**src/rtl/pll_lock_sequencer.sv**
```systemverilog
// pll_lock_sequencer: drives PLL RESETB, qualifies LOCK and releases the system reset after a stable lock and hold-off.
module pll_lock_sequencer #(
    parameter int PLL_RESET_CYCLES    = 4,
    parameter int LOCK_STABLE_CYCLES  = 8,
    parameter int POST_LOCK_CYCLES    = 16,
    parameter int LOCK_TIMEOUT_CYCLES = 64,
    parameter int MAX_RETRIES         = 3
) (
    input  logic       clk,
    input  logic       i_n_reset,
    input  logic       i_is_locked,
    input  logic       i_restart_req,
    output logic       o_pll_reset_b,
    output logic       o_sys_reset_n,
    output logic       o_running,
    output logic       o_failed,
    output logic [7:0] o_loss_count,
    output logic [3:0] o_retry_count
);
    localparam int TMAX_A = PLL_RESET_CYCLES > POST_LOCK_CYCLES ? PLL_RESET_CYCLES : POST_LOCK_CYCLES;
    localparam int TMAX   = TMAX_A > LOCK_TIMEOUT_CYCLES ? TMAX_A : LOCK_TIMEOUT_CYCLES;
    localparam int TW     = $clog2(TMAX + 1);
    localparam int SW     = $clog2(LOCK_STABLE_CYCLES + 1);

    typedef enum logic [2:0] {PLL_RST, WAIT_LOCK, HOLD, RUN, FAIL} state_t;

    state_t          r_state;
    logic [1:0]      r_sync;
    logic [TW-1:0]   r_timer;
    logic [SW-1:0]   r_stable;
    logic            w_lock;

    assign w_lock = r_sync[1];

    always_ff @(posedge clk or negedge i_n_reset) begin
        if (!i_n_reset) begin
            r_state       <= PLL_RST;
            r_sync        <= '0;
            r_timer       <= '0;
            r_stable      <= '0;
            o_pll_reset_b <= 1'b0;
            o_sys_reset_n <= 1'b0;
            o_running     <= 1'b0;
            o_failed      <= 1'b0;
            o_loss_count  <= '0;
            o_retry_count <= '0;
        end else begin
            r_sync  <= {r_sync[0], i_is_locked};
            r_timer <= r_timer + TW'(1);
            if (i_restart_req) begin
                r_state       <= PLL_RST;
                r_timer       <= '0;
                r_stable      <= '0;
                o_pll_reset_b <= 1'b0;
                o_sys_reset_n <= 1'b0;
                o_running     <= 1'b0;
                o_failed      <= 1'b0;
                o_retry_count <= '0;
            end else begin
                case (r_state)
                    PLL_RST: if (r_timer == TW'(PLL_RESET_CYCLES - 1)) begin
                        r_state       <= WAIT_LOCK;
                        r_timer       <= '0;
                        r_stable      <= '0;
                        o_pll_reset_b <= 1'b1;
                    end
                    WAIT_LOCK: begin
                        r_stable <= w_lock ? r_stable + SW'(1) : '0;
                        // a completed stable run wins over a timeout on the same edge
                        if (w_lock && r_stable == SW'(LOCK_STABLE_CYCLES - 1)) begin
                            r_state <= HOLD;
                            r_timer <= '0;
                        end else if (r_timer == TW'(LOCK_TIMEOUT_CYCLES - 1)) begin
                            r_timer       <= '0;
                            o_pll_reset_b <= 1'b0;
                            o_retry_count <= o_retry_count + 4'd1;
                            if (o_retry_count + 4'd1 == 4'(MAX_RETRIES)) begin
                                r_state  <= FAIL;
                                o_failed <= 1'b1;
                            end else begin
                                r_state <= PLL_RST;
                            end
                        end
                    end
                    HOLD: if (!w_lock) begin
                        r_state       <= PLL_RST;
                        r_timer       <= '0;
                        o_pll_reset_b <= 1'b0;
                    end else if (r_timer == TW'(POST_LOCK_CYCLES - 1)) begin
                        r_state       <= RUN;
                        r_timer       <= '0;
                        o_sys_reset_n <= 1'b1;
                        o_running     <= 1'b1;
                        o_retry_count <= '0;
                    end
                    RUN: if (!w_lock) begin
                        r_state       <= PLL_RST;
                        r_timer       <= '0;
                        o_pll_reset_b <= 1'b0;
                        o_sys_reset_n <= 1'b0;
                        o_running     <= 1'b0;
                        o_loss_count  <= o_loss_count == 8'hff ? o_loss_count : o_loss_count + 8'd1;
                    end
                    FAIL: r_timer <= '0;
                    default: r_state <= PLL_RST;
                endcase
            end
        end
    end
endmodule

```
**config.mk**
```make
export PLATFORM = sky130hd
export DESIGN_NAME = pll_lock_sequencer
export DESIGN_NICKNAME = d
export VERILOG_FILES = /design/src/rtl/pll_lock_sequencer.sv
export SDC_FILE = /design/constraint.sdc
export NUM_CORES = 1
export LEC_CHECK = 0
export ABC_AREA = 1
export BUFFER_PORTS_ARGS = -buffer_cell sky130_fd_sc_hd__buf_4
export CORE_UTILIZATION = 58
export DETAILED_ROUTE_END_ITERATION = 16
export PLACE_DENSITY = 0.79
export SETUP_SLACK_MARGIN = 0.3
export SYNTH_ARGS = -nofsm -noshare
export SYNTH_HDL_FRONTEND = slang
export SYNTH_SLANG_ARGS = --single-unit
```
**constraint.sdc**
```tcl
create_clock -name clk -period 2 [get_ports clk]
set_clock_uncertainty 0.2 [all_clocks]
set_input_delay 0.4 -clock clk [delete_from_list [all_inputs] [get_ports clk]]
set_output_delay 0.4 -clock clk [all_outputs]
set_load 0.02 [all_outputs]
```
==> results of run 1 <==
[final timing paths]
check                                startpoint                          end
min                               i_restart_req         o_failed$_DFFE_PN0P_
min reg2reg                 r_sync[0]$_DFF_PN0_          r_sync[1]$_DFF_PN0_
max in group asynchronous             i_n_reset  o_loss_count[0]$_DFFE_PN0P_
max reg2reg                r_timer[1]$_DFF_PN0_         r_timer[1]$_DFF_PN0_
min in group asynchronous             i_n_reset        o_running$_DFFE_PN0P_
max                        r_timer[1]$_DFF_PN0_         r_timer[1]$_DFF_PN0_
[routing by layer]
layer	vias up	track usage [%]	share of wire, %
met5	-	0	0
met4	0	12.9	2.3
met3	8	7.69	3.7
met2	31	39.1	48
met1	744	32.0	46
li1	831	-	-
[where the power goes]
group	switching, mW	total [mW]	internal (mW)
clock network	0.223	0.429	0.207
registers	0.105	0.807	0.702
logic	0.367	0.628	0.261
[sequential cells by signal, summed over array words and instances, names as in the netlist]
name / count
r_sync: 2
o_pll_reset_b: 1
o_loss_count: 8
o_running: 1
r_stable: 4
r_state: 3
r_timer: 7
o_retry_count: 4
o_failed: 1
[cell type report]
| type | instances | area [um^2] | share of cell area (%) |
|---|---|---|---|
| multi-input cells | 171 | 992 | 43.8 |
| flip-flops and latches | 31 | 779 | 34.4 |
| well taps | 44 | 55.1 | 2.43 |
| inverters | 32 | 130 | 5.75 |
| repair buffers | 30 | 238 | 10.5 |
| clock buffers | 8 | 68.8 | 3.04 |
[cells by family after synthesis]
logic type	count (synthesis)
adder cells (fa/ha/maj)	5
AND/OR/NAND/NOR	134
AO/OA/AOI/OAI	20
XOR/XNOR	12
buffers and inverters	35
flip-flops	31
[worst max-delay path: cells and delay by family, from the launching register on]
kind          cells  cell delay (ps)
simple gates      6              620
fa+ha+maj         1              200
flops             1              440
buf+inv           1               80
[stage by stage]
| step | worst slack [ps] | cell area (um^2) | utilization, % | power, mW | hold WS (ps) |
|---|---|---|---|---|---|
| 3_5_place_dp | 259 | 2020 | 66.1 | 1.31 | 141 |
| 2_1_floorplan | 334 | 1850 | - | 1.16 | -95.6 |
| 3_3_place_gp | 266 | 2020 | 66.1 | 1.30 | 133 |
| 5_1_grt | 252 | 2260 | 74.1 | 1.99 | 93.8 |
| 6_report | 369 | 2260 | 74.1 | 1.86 | 122 |
| 4_1_cts | 320 | 2140 | 70.0 | 1.78 | 98.7 |
[synth_stat cells]
cell | n | share of area (%)
dfrtp_1 | 31 | 42
nand3_4 | 1 | 0.95
nor2_4 | 1 | 0.61
xor2_1 | 7 | 3.3
nor3_2 | 1 | 0.54
buf_6 | 2 | 1.2
nor3_1 | 2 | 0.54
buf_4 | 1 | 0.41
a21oi_1 | 5 | 1.4
nand2_1 | 58 | 12
clkinv_4 | 1 | 0.47
inv_2 | 6 | 1.2
nand3_2 | 3 | 1.6
inv_1 | 24 | 4.9
nand3_1 | 20 | 5.4
a31oi_1 | 3 | 1.0
nor2_1 | 31 | 6.3
inv_4 | 1 | 0.34
nand4_1 | 9 | 3.0
nor2_2 | 1 | 0.34
xnor2_1 | 5 | 2.4
nand2_2 | 5 | 1.7
or2_2 | 1 | 0.34
ha_1 | 5 | 3.4
o21ai_4 | 2 | 1.8
o21ai_1 | 4 | 1.1
o21ai_0 | 6 | 1.6
nand2_4 | 1 | 0.61
[timing repair]
action / 4_1_cts / 5_1_grt
hold buffers: 2 / 0
hold endpoints to repair: 32 / 0
buffers inserted: 3 / 6
pin swaps: 2 / 12
endpoints found under the setup margin: 11 / 27
resized for setup: 2 / 25
==> results.json, run 1 <==
{
  "place.port_buffers": 19,
  "status": "complete, no violations",
  "synth_cells": 237,
  "grt_pass1_vias": 1427,
  "syn-cell-area_um2": 1850,
  "worst_pin_slew_ps": 397,
  "min_period_over_period_pct": 81.5,
  "reg2reg_depth": 8,
  "crit_path_start_kind": "flip-flop",
  "nNetsFinal": 280,
  "drt_iter0_drc": 80,
  "antenna_found_initial": 0,
  "yosys.area_share.simple_pct": 33.7,
  "ys_ff_latch": 31,
  "cts-buffers-inserted": 5,
  "setup_viol": 0,
  "cts_max_path_buffers": 2,
  "clkSinkCount": 31,
  "root_buffer": "clkbuf_4",
  "ios": 20,
  "fmax_mhz": 613,
  "fin_tns_setup_ps": 0,
  "viasPerCell": 5.11,
  "synthMuxAreaShare_pct": 0,
  "die_w_um": 58.5,
  "hold_viol_final": 0,
  "seq_area_frac_synth_pct": 41.9,
  "synth_compound_area_share_pct": 6.82,
  "die-area_um2": 3420,
  "crit_arrival_ps": 1700,
  "cp_slowest_cell": "dfrtp_1",
  "crit_path_cell_trace": "ha_4, nand3_4, clkinv_4, nand2_4, nand3_1, nand3_1, nand2_2, nor2_2",
  "core-area_um2": 3050,
  "hold_depth": 2,
  "critPathRequiredTime_ps": 2070,
  "area_growth_pct": 22.2,
  "hpwl_um": 2590,
  "final_cell_mix": "nand2_1 (56), dfrtp_1 (28), buf_4 (26)",
  "synth.distinct_cells": 28,
  "max_cap_viol_count": 0,
  "diodes": 0,
  "cts_tree": "done",
  "routedWlPerCell_um": 12.0,
  "layout_min_cycle_time_ps": 1630,
  "final_cells": 316,
  "num-fill-cells": 238,
  "hp-class": "input port to flip-flop",
  "mostFrequentLayoutCell": "nand2_1",
  "peakVddDrop_uv": 452,
  "start_util_pct": 60.7,
  "cellPowerDensity_nw_per_um2": 824,
  "path_class": "flip-flop to flip-flop",
  "syn_nets": 246,
  "ant_nets": 0,
  "synth_top_family_by_area": "simple AND/OR/NAND/NOR gates",
  "worstSkewPairLatency_ps": 340,
  "yosys_warnings": 0,
  "die_h_um": 58.5,
  "dr.pass1.iters": 4,
  "maxSlewViolCount": 0,
  "grt_util_all_layers_pct": 25.2,
  "routabilityCongestion": 0.918,
  "grt_pass1_wl_um": 6330,
  "grt-ovfl-total": 0,
  "p_leak_nw": 1.14,
  "cpMostUsedCell": "nand3_1",
  "rsz0062_at_grt": "yes",
  "num_rows": 20,
  "dr_total_vias": 1614,
  "route.detailed.drc": 0,
  "synth_adder_area_share_pct": 3.38,
  "slowest_delay_ps": 440,
  "reg2reg_setup_slack_ps": 370,
  "clk_pin_slew_worst_paths_ps": 100,
  "critPathCaptureType": "flip-flop",
  "cts_max_level": 2,
  "drive_above_1_share_pct": 28.7,
  "grt_max_degree": 32,
  "synth_xor_area_share_pct": 5.68,
  "dp_cells": 297,
  "slew_headroom_pct": 73.5,
  "synth_area_per_cell_um2": 7.81,
  "finalWirelength_um": 3790,
  "worstPathMaxFanout": 6
}
Note: power is estimated with default switching activity, not from simulation.
==> run 2, diff against run 1 <==
==> constraint.sdc (replaced) <==
create_clock -name clk -period 1.6 [get_ports clk]
set_clock_uncertainty 0.2 [all_clocks]
set_input_delay 0.32 -clock clk [delete_from_list [all_inputs] [get_ports clk]]
set_output_delay 0.32 -clock clk [all_outputs]
set_load 0.02 [all_outputs]
==> results.json, run 2 (same netlist as run 1, synthesis figures left out) <==
{
  "status": "finished with violations",
  "violations": "negative setup slack",
  "layout_min_cycle_time_ps": 2060,
  "crit_path_start_kind": "flip-flop",
  "drt_iter0_drc": 241,
  "combPwrFrac_pct": 41.3,
  "dr_total_vias": 2294,
  "start_util_pct": 60.7,
  "die-area_um2": 3420,
  "regMostFlops": "o_loss_count",
  "grt_pass1_vias": 1703,
  "maxSlewViolCount": 0,
  "core-area_um2": 3050,
  "clk_pin_slew_worst_paths_ps": 120,
  "rsz0062_at_grt": "yes",
  "hp-class": "input port to flip-flop",
  "setup_slack_ps": -464,
  "min_period_over_period_pct": 129,
  "p_leak_nw": 1.43,
  "route.detailed.drc": 0,
  "routabilityCongestion": 0.838,
  "hold_viol_final": 0,
  "placed_cell_area_um2": 2150,
  "antenna_found_initial": 0,
  "cts_max_path_buffers": 2,
  "viasPerCell": 6.46,
  "drive_above_1_share_pct": 51.4,
  "p_sw_mw": 1.13,
  "die_h_um": 58.5,
  "hpwl_um": 2560,
  "startpoint": "r_sync[1]$_DFF_PN0_",
  "worstPathMaxFanout": 5,
  "largest_reg_flops": 8,
  "path_class": "flip-flop to flip-flop",
  "root_buffer": "clkbuf_4",
  "internal-power_mw": 1.79,
  "grt_max_degree": 32,
  "area_growth_pct": 55.3,
  "grt-ovfl-total": 0,
  "critPathRequiredTime_ps": 1610,
  "cp_slowest_cell": "o21ai_0",
  "mostFrequentLayoutCell": "buf_4",
  "p_sw_share_pct": 38.7,
  "num_rows": 20,
  "diodes": 0,
  "cellPowerDensity_nw_per_um2": 1010,
  "largestRegisters": "o_loss_count (8), r_timer (7)",
  "cts-buffers-inserted": 5,
  "routedWlPerCell_um": 21.8,
  "slowest_delay_ps": 500,
  "peakVddDrop_uv": 725,
  "finalWirelength_um": 7760,
  "final_cell_mix": "buf_4 (42), nand2_1 (36), nor2_1 (24), buf_6 (24), nand2_2 (22)",
  "pwr-share-clk_pct": 23.7,
  "ios": 20,
  "place.port_buffers": 19,
  "final_cells": 355,
  "slew_headroom_pct": 62.0,
  "critPathCaptureType": "flip-flop",
  "place_ws_ps": -40.6,
  "grt_pass1_wl_um": 7670,
  "grt_util_all_layers_pct": 30.6,
  "crit_path_cell_trace": "inv_2, nor2_1, inv_1, nor2_1, inv_1, o21ai_0",
  "dr.pass1.iters": 7,
  "fmax_mhz": 485,
  "cts_max_level": 2,
  "rr_startpoint": "r_sync[1]$_DFF_PN0_",
  "power_frac_seq_pct": 35.0,
  "hold_slack_ps": 86.5,
  "crit_arrival_ps": 2070,
  "worstSkewPairLatency_ps": 360,
  "cts_tree": "done",
  "max_cap_viol_count": 0,
  "clkSinkCount": 31,
  "final_cell_area_um2": 2880,
  "hold_start": "i_restart_req",
  "num-fill-cells": 96,
  "die_w_um": 58.5,
  "dp_cells": 304,
  "worst_pin_slew_ps": 563,
  "setup_viol": 19,
  "nNetsFinal": 319,
  "ant_nets": 0
}
run 2: cell types whose count changed in the layout (fill, tap and decap cells not counted), moves of 3 or more:
cell,delta
nand2_1,-20
nand3_2,+3
buf_4,+16
dfrtp_1,-8
buf_6,+22
nand3_4,+4
nand3_1,-7
nand2_2,+17
dfrtp_2,+8
run 2: per-stage QoR:
stage | total power [mW] | setup TNS, ps | utilization, %
2_1_floorplan | 1.52 | 0 | -
3_3_place_gp | 1.74 | -11.4 | 70.3
3_5_place_dp | 1.75 | -148 | 70.3
4_1_cts | 2.57 | 0 | 86.1
5_1_grt | 3.01 | -3570 | 94.2
6_report | 2.91 | -2940 | 94.2
run 2: worst paths after layout:
check                                          end  slack (ps)  cells after the start
setup / recovery           r_stable[3]$_DFFE_PN0P_        -460                      6
hold / removal                o_failed$_DFFE_PN0P_          90                      2
setup reg to reg           r_stable[3]$_DFFE_PN0P_        -460                      6
hold reg to reg                r_sync[1]$_DFF_PN0_         180                      0
max in group asynchronous     r_timer[2]$_DFF_PN0_         630                      2
min in group asynchronous     o_failed$_DFFE_PN0P_         230                      2
run 2: timing repair:
item | CTS | global route
pin swaps | 25 | 22
setup buffers | 27 | 13
hold endpoints to repair | 32 | 0
gates resized for setup | 50 | 41
cloned | 1 | 0
hold buffers | 2 | 0
setup endpoints to repair | 45 | 45
run 2: layout make-up:
class / instances / area [um^2] / share of cell area, %
Clock buffer: 6 / 51.3 / 1.78
Clock inverter: 2 / 35.0 / 1.22
Inverter: 32 / 138 / 4.79
Multi-Input combinational cell: 171 / 1190 / 41.4
Sequential cell: 31 / 790 / 27.5
Tap cell: 44 / 55.1 / 1.91
Timing Repair Buffer: 68 / 606 / 21.1
Timing Repair inverter: 1 / 11.3 / 0.392
run 2: worst max-delay path: cells and delay by family (launching register included):
family | cells | cell delay, ps
buf+inv | 3 | 360
simple gates | 2 | 420
compound gates | 1 | 500
flops | 1 | 440
run 2: layer usage:
metal / GRT usage [%] / share of wire [%] / up-vias
li1: - / - / 912
met1: 37.9 / 33 / 1036
met2: 49.8 / 46 / 239
met3: 9.23 / 11 / 107
met4: 13.3 / 10 / 0
met5: 0 / 0 / -
run 2: power by group through the flow:
| stage | clock network [mW] | logic (mW) | registers, mW |
|---|---|---|---|
| 2_1_floorplan | 0 | 0.448 | 1.07 |
| 3_3_place_gp | 0 | 0.720 | 1.02 |
| 3_5_place_dp | 0 | 0.728 | 1.02 |
| 4_1_cts | 0.667 | 0.903 | 1.00 |
| 5_1_grt | 0.716 | 1.27 | 1.02 |
| 6_report | 0.690 | 1.20 | 1.02 |
==> run 3, diff against run 2 <==
--- a/config.mk
+++ b/config.mk
@@ -14,3 +14,4 @@
 export SYNTH_ARGS = -nofsm -noshare
 export SYNTH_HDL_FRONTEND = slang
 export SYNTH_SLANG_ARGS = --single-unit
+export TNS_END_PERCENT = 5
==> results.json, run 3 (same netlist as run 1, synthesis figures left out) <==
{
  "status": "finished with violations",
  "violations": "negative setup slack",
  "core-area_um2": 3050,
  "grt_pass1_vias": 1652,
  "diodes": 0,
  "hpwl_um": 2690,
  "startpoint": "r_timer[1]$_DFF_PN0_",
  "multi_input_area_um2": 1070,
  "ant_nets": 0,
  "cts_max_level": 2,
  "drive_above_1_share_pct": 38.8,
  "min_period_over_period_pct": 103,
  "total_power_mw": 2.42,
  "max_cap_viol_count": 0,
  "setup_viol": 4,
  "worstPathMaxFanout": 4,
  "cts-buffers-inserted": 5,
  "area_growth_pct": 35.7,
  "fmax_mhz": 609,
  "die_w_um": 58.5,
  "crit_arrival_ps": 1710,
  "finalWirelength_um": 4120,
  "p_leak_nw": 1.25,
  "hold_start": "i_restart_req",
  "dr_total_vias": 1706,
  "largest_reg_flops": 8,
  "dr.pass1.iters": 4,
  "regMostFlops": "o_loss_count",
  "drt_iter0_drc": 94,
  "rsz0062_at_grt": "yes",
  "worstSkewPairLatency_ps": 330,
  "crit_path_start_kind": "flip-flop",
  "layout.area.seq_um2": 787,
  "layout_min_cycle_time_ps": 1640,
  "ios": 20,
  "die_h_um": 58.5,
  "path_class": "flip-flop to flip-flop",
  "slew_headroom_pct": 74.2,
  "pwr-share-clk_pct": 17.7,
  "num_rows": 20,
  "final_cell_mix": "nand2_1 (48), nor2_1 (26), dfrtp_1 (22), buf_6 (22), buf_4 (20)",
  "worst_pin_slew_ps": 387,
  "grt_pass1_wl_um": 6780,
  "die-area_um2": 3420,
  "mostFrequentLayoutCell": "nand2_1",
  "cellPowerDensity_nw_per_um2": 962,
  "clkSinkCount": 31,
  "maxSlewViolCount": 0,
  "nNetsFinal": 294,
  "start_util_pct": 60.7,
  "p_sw_mw": 0.891,
  "rr_startpoint": "r_timer[1]$_DFF_PN0_",
  "viasPerCell": 5.17,
  "clk_pin_slew_worst_paths_ps": 100,
  "antenna_found_initial": 0,
  "critPathCaptureType": "flip-flop",
  "hold_slack_ps": 56.5,
  "largestRegisters": "o_loss_count (8), r_timer (7)",
  "internal-power_mw": 1.53,
  "num-fill-cells": 209,
  "routedWlPerCell_um": 12.5,
  "power_frac_seq_pct": 41.4,
  "grt_max_degree": 32,
  "setup_slack_ps": -41.9,
  "place_ws_ps": -52.6,
  "p_sw_share_pct": 36.9,
  "place.port_buffers": 19,
  "critPathRequiredTime_ps": 1670,
  "hold_viol_final": 0,
  "hp-class": "input port to flip-flop",
  "cts_tree": "done",
  "grt_util_all_layers_pct": 26.0,
  "peakVddDrop_uv": 479,
  "route.detailed.drc": 0,
  "final_util_pct": 82.3,
  "root_buffer": "clkbuf_4",
  "combPwrFrac_pct": 41.0,
  "grt-ovfl-total": 0,
  "routabilityCongestion": 0.933,
  "cts_max_path_buffers": 2
}
==> run 3: changes by cell type in the layout (fill, tap and decap cells not counted), sizes merged <==
cell	previous run	this run
buf	66	42
clkbuf	6	7
inv	32	31
bufinv	1	0
==> run 3: cell type report <==
| class | instances | area share, % |
|---|---|---|
| multi-input combinational | 171 | 42.5 |
| tap | 44 | 2.19 |
| timing repair buffer | 44 | 16.6 |
| sequential | 31 | 31.3 |
| clock inverter | 1 | 0.199 |
| clock buffer | 7 | 1.79 |
| inverter | 32 | 5.38 |
==> run 3: path summary, 6_finish.rpt <==
kind	cells past startpoint	endpoint	slack, ps
setup / recovery	8	o_retry_count[3]$_DFFE_PN0P_	-40
hold / removal	2	o_failed$_DFFE_PN0P_	60
setup reg to reg	8	o_retry_count[3]$_DFFE_PN0P_	-40
hold reg to reg	0	r_sync[1]$_DFF_PN0_	160
max in group asynchronous	2	o_loss_count[4]$_DFFE_PN0P_	640
min in group asynchronous	2	r_timer[5]$_DFF_PN0_	250
==> run 3: metal layers <==
layer	up-vias	global-route usage, %	wire (um)
li1	855	-	-
met1	795	30.4	1780
met2	49	49.1	2100
met3	7	3.96	179
met4	0	7.48	58
met5	-	0	0
==> run 3: what timing repair did <==
| item | 4_1_cts | 5_1_grt |
|---|---|---|
| resized for setup | 35 | 28 |
| hold endpoints to repair | 32 | 0 |
| pin swaps | 12 | 10 |
| hold buffers | 2 | 0 |
| buffers inserted | 4 | 4 |
| endpoints found under the setup margin | 45 | 45 |
==> run 3: worst max-delay path, stage by stage, from the launching register on <==
cell      delay [ps]
dfrtp_1          410
ha_4             180
nand3_4          100
clkinv_4          90
nand2_4           60
o21ai_4          210
buf_4            160
nand4_1           90
nand2_1           80
==> run 3: power groups by stage <==
stage,clock network (mW),registers (mW),logic [mW]
CTS,0.435,0.983,0.925
detailed placement,0,0.985,0.806
global route,0.464,1.01,1.09
finish,0.427,1.00,0.990
floorplan,0,1.05,0.419
global placement,0,0.981,0.793
==> run 3: metrics by stage <==
stage                     TNS (ps)  instance area (um^2)  instances
after floorplan                  0                  1890        237
after global placement        -142                  2170        312
after detailed placement      -284                  2170        312
after CTS                    -11.5                  2400        326
after global routing         -1090                  2510        330
final                         -148                  2510        330
